===== config.mk =====
export PLATFORM = sky130hd
export DESIGN_NAME = alu_issue_arbiter
export DESIGN_NICKNAME = d
export VERILOG_FILES = /design/src/rtl/alu_issue_arbiter_pkg.sv /design/src/rtl/alu_issue_arbiter_rr_priority_pick.sv /design/src/rtl/alu_issue_arbiter.sv
export SDC_FILE = /design/constraint.sdc
export NUM_CORES = 1
export LEC_CHECK = 0
export CAP_MARGIN = 20
export CORE_MARGIN = 5
export CORE_UTILIZATION = 55
export CTS_BUF_LIST = sky130_fd_sc_hd__clkbuf_8
export CTS_CLUSTER_SIZE = 8
export DETAILED_ROUTE_END_ITERATION = 10
export PLACE_DENSITY = 0.77
export SYNTH_ARGS = -nofsm -noshare
export SYNTH_HDL_FRONTEND = slang
export SYNTH_SLANG_ARGS = --single-unit

===== constraint.sdc =====
create_clock -name clock -period 15 [get_ports clock]
set_input_delay 1.5 -clock clock [delete_from_list [all_inputs] [get_ports clock]]
set_output_delay 1.5 -clock clock [all_outputs]
set_load 0.01 [all_outputs]

===== src/rtl/alu_issue_arbiter_pkg.sv =====
// Shared defaults and in-flight entry type for the ALU issue arbiter.
package alu_issue_arbiter_pkg;

   localparam int ALU_ARB_NUM_REQ = 8;
   localparam int ALU_ARB_NUM_FU  = 2;
   localparam int ALU_FU_LATENCY  = 2;
   localparam int ALU_ARB_IDX_W   = $clog2(ALU_ARB_NUM_REQ);

   // req_idx is sized for the default requester count
   typedef struct packed {
      logic                     valid;
      logic [ALU_ARB_IDX_W-1:0] req_idx;
   } ALU_INFLIGHT_ENTRY;

endpackage


===== src/rtl/alu_issue_arbiter_rr_priority_pick.sv =====
// Round-robin picker: first NUM_PICK set requesters scanning up from rr_ptr, with wrap.
module rr_priority_pick #(
   parameter  int NUM_REQ  = 8,
   parameter  int NUM_PICK = 2,
   localparam int IDX_W    = $clog2(NUM_REQ),
   localparam int PCNT_W   = $clog2(NUM_PICK + 1)
) (
   input  logic [NUM_REQ-1:0]                 req_valid,
   input  logic [IDX_W-1:0]                   rr_ptr,
   output logic [NUM_PICK-1:0][IDX_W-1:0]     pick_idx,
   output logic [PCNT_W-1:0]                  pick_cnt
);

   always_comb begin
      int               cnt;
      logic [IDX_W-1:0] idx;
      pick_idx = '0;
      cnt      = 0;
      idx      = '0;
      for (int i = 0; i < NUM_REQ; i++) begin
         // IDX_W-bit add wraps modulo NUM_REQ
         idx = rr_ptr + IDX_W'(i);
         if (req_valid[idx] && cnt < NUM_PICK) begin
            pick_idx[cnt] = idx;
            cnt++;
         end
      end
      pick_cnt = PCNT_W'(cnt);
   end

endmodule


===== src/rtl/alu_issue_arbiter.sv =====
// Grants ready RS entries onto NUM_FU pipelined ALUs and tracks them to writeback.
// Optional perf counters enabled by defining ALU_ARB_PERF_EN.
module alu_issue_arbiter
   import alu_issue_arbiter_pkg::*;
#(
   parameter  int NUM_REQ    = ALU_ARB_NUM_REQ,
   parameter  int NUM_FU     = ALU_ARB_NUM_FU,
   parameter  int FU_LATENCY = ALU_FU_LATENCY,
   localparam int IDX_W      = $clog2(NUM_REQ),
   localparam int CNT_W      = $clog2(NUM_FU * FU_LATENCY) + 1,
   localparam int PCNT_W     = $clog2(NUM_FU + 1)
) (
   input  logic                           clock,
   input  logic                           reset,
   input  logic [NUM_REQ-1:0]             req_valid,
   input  logic [NUM_FU-1:0]              fu_stall,
   input  logic                           squash,
   output logic [NUM_REQ-1:0]             grant,
   output logic [NUM_FU-1:0]              issue_valid,
   output logic [NUM_FU-1:0][IDX_W-1:0]   issue_req_idx,
   output logic [NUM_FU-1:0]              wb_valid,
   output logic [NUM_FU-1:0][IDX_W-1:0]   wb_req_idx,
   output logic [CNT_W-1:0]               inflight_cnt
`ifdef ALU_ARB_PERF_EN
   ,
   output logic [31:0]                    perf_grants,
   output logic [31:0]                    perf_conflict_cycles
`endif
);

   logic [IDX_W-1:0]                  rr_ptr_q, rr_ptr_d;
   ALU_INFLIGHT_ENTRY [NUM_FU-1:0][FU_LATENCY-1:0] pipe_q, pipe_d;
   logic [CNT_W-1:0]                  inflight_cnt_q, inflight_cnt_d;
   logic [NUM_FU-1:0][IDX_W-1:0]      pick_idx;
   logic [PCNT_W-1:0]                 pick_cnt;

   rr_priority_pick #(
      .NUM_REQ  (NUM_REQ),
      .NUM_PICK (NUM_FU)
   ) u_pick (
      .req_valid (req_valid),
      .rr_ptr    (rr_ptr_q),
      .pick_idx  (pick_idx),
      .pick_cnt  (pick_cnt)
   );

   // n-th pick goes to the n-th unstalled FU; extra picks are simply dropped
   always_comb begin
      int slot;
      grant         = '0;
      issue_valid   = '0;
      issue_req_idx = '0;
      rr_ptr_d      = rr_ptr_q;
      slot          = 0;
      for (int k = 0; k < NUM_FU; k++) begin
         if (reset && !squash && !fu_stall[k] && slot < int'(pick_cnt)) begin
            issue_valid[k]          = 1'b1;
            issue_req_idx[k]        = pick_idx[slot];
            grant[pick_idx[slot]]   = 1'b1;
            rr_ptr_d                = pick_idx[slot] + IDX_W'(1);
            slot++;
         end
      end
   end

   always_comb begin
      int cnt;
      pipe_d = pipe_q;
      cnt    = 0;
      for (int k = 0; k < NUM_FU; k++) begin
         if (squash) begin
            pipe_d[k] = '0;
         end else if (!fu_stall[k]) begin
            pipe_d[k][0].valid   = issue_valid[k];
            pipe_d[k][0].req_idx = ALU_ARB_IDX_W'(issue_req_idx[k]);
            for (int s = 1; s < FU_LATENCY; s++)
               pipe_d[k][s] = pipe_q[k][s-1];
         end
         for (int s = 0; s < FU_LATENCY; s++)
            if (pipe_d[k][s].valid) cnt++;
      end
      inflight_cnt_d = CNT_W'(cnt);
   end

   always_comb begin
      for (int k = 0; k < NUM_FU; k++) begin
         wb_valid[k]   = pipe_q[k][FU_LATENCY-1].valid;
         wb_req_idx[k] = IDX_W'(pipe_q[k][FU_LATENCY-1].req_idx);
      end
   end

   assign inflight_cnt = inflight_cnt_q;

   always_ff @(posedge clock or negedge reset) begin
      if (!reset) begin
         rr_ptr_q       <= '0;
         pipe_q         <= '0;
         inflight_cnt_q <= '0;
      end else begin
         rr_ptr_q       <= rr_ptr_d;
         pipe_q         <= pipe_d;
         inflight_cnt_q <= inflight_cnt_d;
      end
   end

`ifdef ALU_ARB_PERF_EN
   logic [31:0] perf_grants_q, perf_grants_d;
   logic [31:0] perf_conflict_q, perf_conflict_d;

   always_comb begin
      logic [31:0] n_grant;
      n_grant         = 32'($countones(grant));
      perf_grants_d   = perf_grants_q;
      perf_conflict_d = perf_conflict_q;
      if (32'hFFFF_FFFF - perf_grants_q >= n_grant)
         perf_grants_d = perf_grants_q + n_grant;
      else
         perf_grants_d = '1;
      if (!squash && $countones(req_valid) > $countones(grant) && perf_conflict_q != '1)
         perf_conflict_d = perf_conflict_q + 32'd1;
   end

   always_ff @(posedge clock or negedge reset) begin
      if (!reset) begin
         perf_grants_q   <= '0;
         perf_conflict_q <= '0;
      end else begin
         perf_grants_q   <= perf_grants_d;
         perf_conflict_q <= perf_conflict_d;
      end
   end

   assign perf_grants          = perf_grants_q;
   assign perf_conflict_cycles = perf_conflict_q;
`else
   // counters and their ports are not built
`endif

endmodule


==> results.cfg <==
[yosys]
syn-num-nets = 409
synth_edf_count = 0
synthArstFlopShare_pct = 100.0
synth_area_leaders = dfrtp_1 (17%), mux4_2 (7.5%), mux2i_1 (6.7%), ha_1 (4.5%), nand2_1 (4.1%)
synth_top_cell_area_share_pct = 16.67
yosysWarnings = 0
avgSynthCellArea_sq_um = 8.621
ys_seq_area_share_pct = 16.67
ys.flop_type = dfrtp_1
synth_top_area_cell = dfrtp_1
synth_area_sq_um = 3302
synth_seq_cells = 22
syn_inst = 383
yosysUniqueCellTypes = 78

[clock_tree]
clock-sinks = 22
tritoncts = yes
cts_max_level = 1
cts_resized = 0
clk_pin_slew_ns = 0.08
insertion_delay_ns = 0.26
clock_path_buffers = 2
postCtsSetupBuffers = 0
numCtsBuffers = 3
clockRootBuffer = clkbuf_8
ctsHoldBuffers = 0

[die]
die_w_microns = 87.48
fp.dieH_microns = 87.48
placementRows = 28
core-area_sq_um = 5886
start_util_pct = 56.10
die_area_sq_um = 7653
ios = 40

[worst_setup_path]
worstSetupStartpointType = register
worst-r2r-setup-slack_ns = 5.52
cp.depth = 28
worstSetupEndpointType = primary output
r2r_cells = 30
cp_data_arrival_time_ns = 9.65
critPathKind = reg -> out
worstPathRequired_ns = 13.50
crit_family = adder cells
critPathMaxFanout = 22
cp_num_buf_inv = 3
crit_path_top_delay_cell = dfrtp_1
path_common_cell = ha_1
cp_slowest_stage_delay_ns = 1.00

[sta]
setup_violations = 0
slew_viol_final = 0
hold_viol = 0
tightest_slew_ns = 0.9964
fmax_mhz = 89.72
fin_crit_sh_pct = 74.30
fin_setup_tns_ns = 0
rsz0062_at_grt = false
clock_skew_ns = 0.001280
fin_crit_ns = 11.15
relSlewSlack_pct = 33.58

[cells_and_area]
area_delta_synth_final_pct = 12.24
layout_common_cells = clkdlybuf4s50_1 (39), nand2_1 (36), nor2_1 (27)
nNetsFinal = 430
seq_area_sq_um = 550.5
final_common_cell = clkdlybuf4s50_1
fill_cells = 511
drive_gt1_share_pct = 13.65
multiInputGateArea_sq_um = 2520
num_antenna_cells = 0

[detailed_routing]
drc = 0
viasPerCell = 6.724
vias = 3214
wl_per_cell_microns = 19.03
ant_nets = 0
postRouteWirelength_microns = 9094
drtPass1Iterations = 5
drt_iter0_markers = 294

[job]
maxCapViolCount = 0

[placed_design]
dp_hpwl_microns = 7076
gp_congestion = 0.9619
portBuffers = 39

[worst_hold_path]
whs_path_depth = 2
hp-class = reg -> reg

[global_route]
track_usage_pct = 24.37
gr-total-overflow = 0
grt_pass1_vias = 2925
grt_max_degree = 24
grt_antenna_before_repair = 0
grt_pass1_wl_microns = 14750

[outcome]
outcome = completed
synth_stat cells, types with 2 or more instances:
master	count
o221ai_1	2
inv_1	17
a21oi_4	2
a211oi_2	3
o32ai_1	7
o221a_2	2
a311oi_1	3
mux2_4	3
buf_6	2
xor2_1	3
buf_4	11
o31ai_1	3
nand3_1	14
xnor2_4	2
buf_2	6
nor4_1	3
or2_2	3
dfrtp_1	22
a221oi_1	3
nor2b_1	5
mux2i_1	22
and2_1	2
nand2b_1	6
o21ai_0	24
o2111ai_1	2
nor2_1	27
ha_1	12
a21o_1	5
mux4_2	11
mux2_2	8
a21oi_1	17
nand2_1	36
clkbuf_1	6
nand4_1	2
mux2i_4	2
nor3b_1	3
a311o_1	2
xnor2_1	4
a211oi_1	7
a31oi_1	5
a22oi_1	5
and2_0	2
nor3_1	13
o22ai_1	5
o211ai_1	6
worst min-delay path, stage by stage (launching register included):
cell     delay, ns
dfrtp_1       0.35
nand2_1       0.05
o21ai_0       0.06
metrics by stage:
stage | cell area (sq um) | worst slack, ns | instances | hold WS [ns] | utilization (%)
final | 3706 | 3.854 | 478 | 0.4878 | 62.97
after global routing | 3706 | 3.068 | 478 | 0.5052 | 62.97
after CTS | 3691 | 3.947 | 477 | 0.4901 | 62.71
after detailed placement | 3636 | 4.240 | 473 | 0.4721 | 61.78
after global placement | 3636 | 4.439 | 473 | 0.4641 | 61.78
after floorplan | 3302 | 6.041 | 383 | 0.4463 | -
registers in the layout, summed over array words and instances, names as in the netlist:
register and count:
wb_valid 2, rr_ptr_q 3, wb_req_idx 6, inflight_cnt 3, pipe_q 8
logic make-up after synthesis:
family / share of synthesized area (%)
compound gates: 28.80
simple gates: 18.49
mux: 19.63
buf+inv: 7.010
flops: 16.67
fa+ha+maj: 5.153
xor+xnor: 4.244
layer usage:
layer	GRT usage [%]	vias to the layer above	share of wire [%]
met4	6.276	0	1.6
met5	0	-	0
met1	36.50	1535	46
li1	-	1524	-
met3	2.838	17	6.3
met2	37.05	138	46
final timing paths:
check / endpoint / startpoint
setup reg to reg: rr_ptr_q[2] / rr_ptr_q[0]
setup / recovery: grant[7] / rr_ptr_q[0]
hold reg to reg: pipe_q[10] / pipe_q[10]
min in group asynchronous: pipe_q[1] / reset
max in group asynchronous: rr_ptr_q[0] / reset
hold / removal: pipe_q[10] / pipe_q[10]
cell type report:
type / instances / area share, %
timing repair buffer: 41 / 11.14
tap: 75 / 2.532
multi-input combinational: 317 / 67.99
clock buffer: 4 / 1.485
sequential: 22 / 14.85
inverter: 19 / 1.992
Power is not shown: default switching activity piles up to over one toggle a cycle in this logic, so the estimate is an artifact.
